File: src/rtl/button_debounce.sv
// button_debounce: per-button 2-flop synchroniser and debounce counter with registered rise/fall pulses.
// Define BTN_STICKY_EN to build the sticky "pressed since last clear" register.
module button_debounce #(
  parameter int N_BTN           = 8,
  parameter int DEBOUNCE_CYCLES = 20000,
  parameter int CNT_W           = 15
) (
  input  logic             clk,
  input  logic             rstn,
  input  logic [N_BTN-1:0] btn_raw,
  output logic [N_BTN-1:0] btn_stable,
  output logic [N_BTN-1:0] btn_rise,
  output logic [N_BTN-1:0] btn_fall,
  input  logic [N_BTN-1:0] sticky_clr,
  output logic [N_BTN-1:0] press_sticky
);

  localparam logic [CNT_W-1:0] CNT_MAX = CNT_W'(DEBOUNCE_CYCLES - 1);

  logic [N_BTN-1:0] sync1;
  logic [N_BTN-1:0] sync2;
  logic [CNT_W-1:0] cnt [N_BTN];

  // NOTE: every flop here is written with <= so all bits see the pre-edge values of each other.
  always_ff @(posedge clk) begin
    if (!rstn) begin
      sync1 <= '0;
      sync2 <= '0;
    end else begin
      sync1 <= btn_raw;
      sync2 <= sync1;
    end
  end

  // NOTE: the counter array is cleared on reset on purpose, so a reset mid-count cannot leave a stale count behind.
  always_ff @(posedge clk) begin
    if (!rstn) begin
      btn_stable <= '0;
      btn_rise   <= '0;
      btn_fall   <= '0;
      for (int i = 0; i < N_BTN; i++) cnt[i] <= '0;
    end else begin
      btn_rise <= '0;
      btn_fall <= '0;
      for (int i = 0; i < N_BTN; i++) begin
        if (sync2[i] == btn_stable[i]) begin
          cnt[i] <= '0;
        end else if (cnt[i] == CNT_MAX) begin
          btn_stable[i] <= sync2[i];
          btn_rise[i]   <= sync2[i];
          btn_fall[i]   <= ~sync2[i];
          cnt[i]        <= '0;
        end else begin
          cnt[i] <= cnt[i] + CNT_W'(1);
        end
      end
    end
  end

`ifdef BTN_STICKY_EN
  // A press arriving in the same cycle as its clear wins, so no press is lost.
  always_ff @(posedge clk) begin
    if (!rstn) press_sticky <= '0;
    else       press_sticky <= btn_rise | (press_sticky & ~sticky_clr);
  end
`else
  logic unused_sticky_clr;
  assign unused_sticky_clr = ^sticky_clr;
  assign press_sticky      = '0;
`endif

endmodule
File: config.mk
export PLATFORM = sky130hd
export DESIGN_NAME = button_debounce
export DESIGN_NICKNAME = d
export VERILOG_FILES = /design/src/rtl/button_debounce.sv
export SDC_FILE = /design/constraint.sdc
export NUM_CORES = 1
export LEC_CHECK = 0
export BUFFER_PORTS_ARGS = -buffer_cell sky130_fd_sc_hd__buf_2
export CAP_MARGIN = 5
export CORE_MARGIN = 2
export CORE_UTILIZATION = 61
export CTS_CLUSTER_DIAMETER = 150
export DETAILED_ROUTE_END_ITERATION = 16
export GPL_TIMING_DRIVEN = 1
export HOLD_SLACK_MARGIN = 0.03
export PLACE_DENSITY = 0.83
export SYNTH_ARGS = -nofsm -noshare
export SYNTH_HDL_FRONTEND = slang
export SYNTH_SLANG_ARGS = --single-unit
File: constraint.sdc
create_clock -name clk -period 2.7 [get_ports clk]
set_input_delay 0.27 -clock clk [delete_from_list [all_inputs] [get_ports clk]]
set_output_delay 0.27 -clock clk [all_outputs]
set_load 0.05 [all_outputs]
; After elaboration in Yosys (flattened, before gate mapping)
; Memories as Yosys holds them, arrays and structs flattened.
; Index checks and enable logic that the tools add are counted.
[totals]
regBits = 40
latch_bits = 0
ramBits = 120
rom_bits = 0
inputBits = 18
output_inout_bits = 32
elab_cells = 229
memories = 1
[classes]
addsub = 8
multipliers = 0
div_mod_pow = 0
order_cmp = 0
eq_ne = 16
shift = 0
n_mux = 113
bitwise = 49
reduce_logical = 16
[memory_table]
columns = name, depth, width, read_ports, rd_ports_with_merged_regs, write_ports, line
row1 = cnt, 8, 15, 8, 0, 8, 22  ; logic [CNT_W-1:0] cnt [N_BTN];
[op_table]
columns = operator, count
row1 = 2-to-1 mux 15 bit, 24
row2 = adder 15 x 1 -> 15 bit (second input constant), 8
row3 = equality test 15 bit (second input constant), 8
row4 = 2-to-1 mux 1 bit, 89
row5 = inverter 1 bit, 25
row6 = bitwise OR 1 bit, 24
row7 = OR reduction 3 bit, 8
row8 = AND reduction 2 bit, 8
row9 = equality test 1 bit, 8

; Longest topological paths before layout
; An unclocked memory read counts as a cell.
[logic_depth]
ltp_word = 8
mapped_depth = 7
mapped_depth_nobuf = 5

; Worst setup path after synthesis
; OpenSTA, ideal clock, no wires.
[synth_path]
path_type = flip-flop to flip-flop
from = mem cnt[7][0], in the netlist cnt[1][45]
to = mem cnt[7][6], in the netlist cnt[1][51] (data pin)
setup_time_ns = 0.254
arrival_ns = 1.848
t_required_ns = 2.446
slack_ns = 0.597
stages_incl_launch_ff = 8
n_path_buf = 2
period_less_slack_ns = 2.103
path_cell_list = edfxtp_1 ha_1 buf_2 or4b_1 or4_4 nand3_2 buf_6 nor2_1
[synth_lines]
columns = element, line
row1 = "start, declared", 22

==> run summary <==
Critical path
* **sequence of cells on the critical path** ha_1 > nand4_1 > or4_1 > nand3_2 > nor2_1
* **Setup crit start kind** register
* **Crit Path Max Fanout** 14
* **worst reg2reg setup slack** 370 ps
* **cell with the biggest individual delay on the critical path** sky130_fd_sc_hd__or4_1
* **type of element capturing the critical path** register
* **arrival time worst endpoint** 2500 ps
* **Required @ worst endpoint** 2870 ps
* **longest individual stage delay on the worst path** 710 ps
* **type of the worst setup path** reg2reg

Power and ir drop
* **power density of the placed cells** 587.8 nW/µm²
* **Combinational Power Share** 0.042
* **peak ir drop on the vdd network** 0.4085 mV
* **share of total power consumed by net switching** 0.2226
* **Clk network pwr share** 0.431
* **internal power** 4.176 mW
* **Leak** 3.317 nW
* **switching power** 1.195 mW
* **proportion of power drawn by flip-flops and latches** 0.527

Layout
* **layout cells sized above 1** 0.08343
* **fill cell count** 907
* **Final nets** 912
* **share of the core filled with cells in the final layout** 0.7270
* **Diodes inserted** 0
* **Area Overhead vs Synth** 16.38%
* **Post-Layout Cell Count** 1071

Place
* **post-detail-place hpwl** 9204 µm
* **Final GP Congestion** 0.8416
* **Port Buffers** 33
* **dpl cells** 1039

Die
* **full die area** 13790 µm²
* **Vert. Die Dim** 117.5 µm
* **horizontal die dimension** 117.5 µm
* **number of core rows** 41
* **# IOs** 50
* **starting density of the core** 0.6247
* **area of the core** 12570 µm²

Logic synthesis
* **number of flops mapped to enable cells by yosys** 120
* **Yosys top cell by area** sky130_fd_sc_hd__edfxtp_1
* **count of different cell masters after synthesis** 39
* **Syn Std Cell Area** 7851 µm²
* **Synth area leaders** sky130_fd_sc_hd__edfxtp_1 46%, sky130_fd_sc_hd__dfxtp_1 10%, sky130_fd_sc_hd__xnor2_1 7.1%, sky130_fd_sc_hd__nor2_1 6.6%, sky130_fd_sc_hd__xor2_1 5.1%
* **average size of a mapped cell** 10.70 µm²
* **flops & latches, synth** 160
* **most frequently used cell type in the post-synthesis netlist** sky130_fd_sc_hd__nor2_1
* **most used standard cells in the synthesized netlist** 138 x sky130_fd_sc_hd__nor2_1, 120 x sky130_fd_sc_hd__edfxtp_1, 64 x sky130_fd_sc_hd__xnor2_1
* **area fraction of the dominant cell type after synthesis** 0.4590
* **post-synthesis async set-or-reset flop share** 0
* **count of synthesis-stage warnings from yosys** 0
* **cell count after synthesis** 734
* **sequential-to-total area share from yosys stat** 0.5610
* **flip-flop cell with the highest count after synthesis** sky130_fd_sc_hd__edfxtp_1

Detailed routing
* **routed wl met2** 6509 µm
* **highest metal layer with signal wires** met4
* **final routed DRC violation total** 0
* **antenna viol nets, final** 0
* **Iter 0 DRT Violations** 338
* **total via count in the routed design** 5479
* **total length of routed met3 wires** 494 µm
* **router iterations before antenna repair** 5
* **drt via density** 5.116
* **DRT Wirelength** 13490 µm
* **average wire per cell in the routed design** 12.60 µm
* **detailed-routing wirelength on met1** 6213 µm

STA
* **Max transition margin** 0.6044
* **endpoints failing hold** 0
* **slew at the pin closest to its max-slew limit** 591.7 ps
* **RSZ-0062 raised after global routing** no
* **number of setup violations in the final report** 0
* **number of pins exceeding their max-slew limit in the final report** 0
* **Clock Skew** 8.007 ps
* **final worst path period need** 2330 ps
* **maximum clock frequency** 429.2 MHz
* **final total negative setup slack** 0 ps
* **final clock period utilization by the worst path** 0.8630

Clock network
* **clock-pin transition on the worst setup and hold timing paths** 60 ps
* **TritonCTS clock tree** yes
* **CTS max path bufs** 2
* **number of gates resized after cts** 0
* **hold-fix buffers at CTS** 0
* **Clock Sinks** 160
* **buffers inserted by post-CTS timing repair** 0
* **clock root buffer master** sky130_fd_sc_hd__clkbuf_16
* **source-to-sink clock delay at the later pin of the worst-skew pair** 430 ps
* **clock buffer count from CTS** 17
* **Clock H-tree levels** 4

Run
* **Max-cap violations** 0

GRT
* **wire length of the first global-routing pass** 22940 µm
* **antenna violations before repair** 0
* **overall overflow remaining after global route** 0
* **via count of the first global-routing pass** 5162
* **Tot GR Track Use** 0.2070
* **maximum number of pins on one net before global-route repair** 19

Hold path
* **Min-Delay Path Class** in2reg

Run status
* **run status** finished, final reports clean

worst max-delay path: cells and delay by family, from the launching register on:
family | cells | cell delay (ps)
DFF | 1 | 460
and+or+nand+nor | 4 | 1350
adders and majority gates | 1 | 260
cell type report:
| type | instances | area, µm² | share of cell area |
|---|---|---|---|
| inverter | 26 | 97.59 | 0.01068 |
| multi-input combinational | 646 | 3652 | 0.3997 |
| clock buffer | 22 | 516.7 | 0.05655 |
| timing repair buffer | 35 | 180.2 | 0.01972 |
| tap | 172 | 215.2 | 0.02355 |
| sequential | 160 | 4404 | 0.4820 |
| clock inverter | 10 | 71.32 | 0.007805 |
final timing paths:
| kind | startpoint | depth (start not counted) | to |
|---|---|---|---|
| max reg2reg | cnt[0][15] | 5 | cnt[0][16] |
| max | cnt[0][15] | 5 | cnt[0][16] |
| min reg2reg | sync1[4] | 1 | sync2[4] |
| min | btn_raw[4] | 2 | sync1[4] |
per-layer routing:
layer | GRT usage | up-vias
met3 | 0.04360 | 23
met2 | 0.3388 | 104
met4 | 0.08810 | 0
met1 | 0.2691 | 2573
met5 | 0 | -
li1 | - | 2779
state kept, by name, summed over array words and instances (netlist names):
register and flops:
cnt 120, btn_fall 8, btn_rise 8, btn_stable 8
sync1 8, sync2 8
through the flow:
stage | setup WS, ps | instance area [µm²] | power, mW | hold WS, ps
floorplan | 597.4 | 8324 | 3.050 | 397.3
global placement | 465.1 | 8549 | 3.089 | 413.5
detailed placement | 418.6 | 8549 | 3.096 | 421.0
CTS | 382.3 | 9138 | 5.398 | 33.78
global route | 199.7 | 9138 | 5.555 | 39.17
finish | 370.0 | 9138 | 5.371 | 44.93
layout by cell type (no fill, tap or decap), types with 3 or more instances in the layout:
| cell | Yosys | final |
|---|---|---|
| sky130_fd_sc_hd__conb_1 | 2 | 128 |
| sky130_fd_sc_hd__nor3b_1 | 12 | 12 |
| sky130_fd_sc_hd__ha_1 | 8 | 8 |
| sky130_fd_sc_hd__nand2_1 | 38 | 38 |
| sky130_fd_sc_hd__mux2i_1 | 7 | 7 |
| sky130_fd_sc_hd__inv_1 | 25 | 25 |
| sky130_fd_sc_hd__xor2_1 | 46 | 46 |
| sky130_fd_sc_hd__clkinvlp_4 | 0 | 3 |
| sky130_fd_sc_hd__or2_2 | 3 | 3 |
| sky130_fd_sc_hd__nand3_1 | 47 | 47 |
| sky130_fd_sc_hd__edfxtp_1 | 120 | 120 |
| sky130_fd_sc_hd__a21oi_1 | 3 | 3 |
| sky130_fd_sc_hd__buf_2 | 1 | 33 |
| sky130_fd_sc_hd__nor2_1 | 138 | 138 |
| sky130_fd_sc_hd__nor4_1 | 31 | 31 |
| sky130_fd_sc_hd__clkbuf_8 | 0 | 3 |
| sky130_fd_sc_hd__and4_1 | 11 | 11 |
| sky130_fd_sc_hd__nor3_1 | 23 | 23 |
| sky130_fd_sc_hd__nand4_1 | 37 | 37 |
| sky130_fd_sc_hd__xnor2_1 | 64 | 64 |
| sky130_fd_sc_hd__clkbuf_16 | 0 | 19 |
| sky130_fd_sc_hd__dfxtp_1 | 40 | 40 |
| sky130_fd_sc_hd__or4b_1 | 7 | 7 |
| sky130_fd_sc_hd__and2_1 | 20 | 20 |
| sky130_fd_sc_hd__or3_1 | 6 | 6 |
cells by family after synthesis:
group	Yosys count	synth area share
xor gates and xnor gates	110	0.1227
DFF	160	0.5610
adders and majority gates	8	0.01275
other	2	0.0009565
muxes	7	0.008925
buffers and inverters	54	0.03410
and+or+nand+nor	388	0.2564
AOI/OAI and AO/OA	5	0.003187
power by group through the flow:
stage	combinational, mW	clock (mW)	sequential [mW]
6_report	0.225	2.31	2.83
5_1_grt	0.257	2.45	2.84
4_1_cts	0.220	2.35	2.83
3_5_place_dp	0.216	0	2.88
3_3_place_gp	0.214	0	2.87
2_1_floorplan	0.200	0	2.85
(Power assumes the default switching activity.)
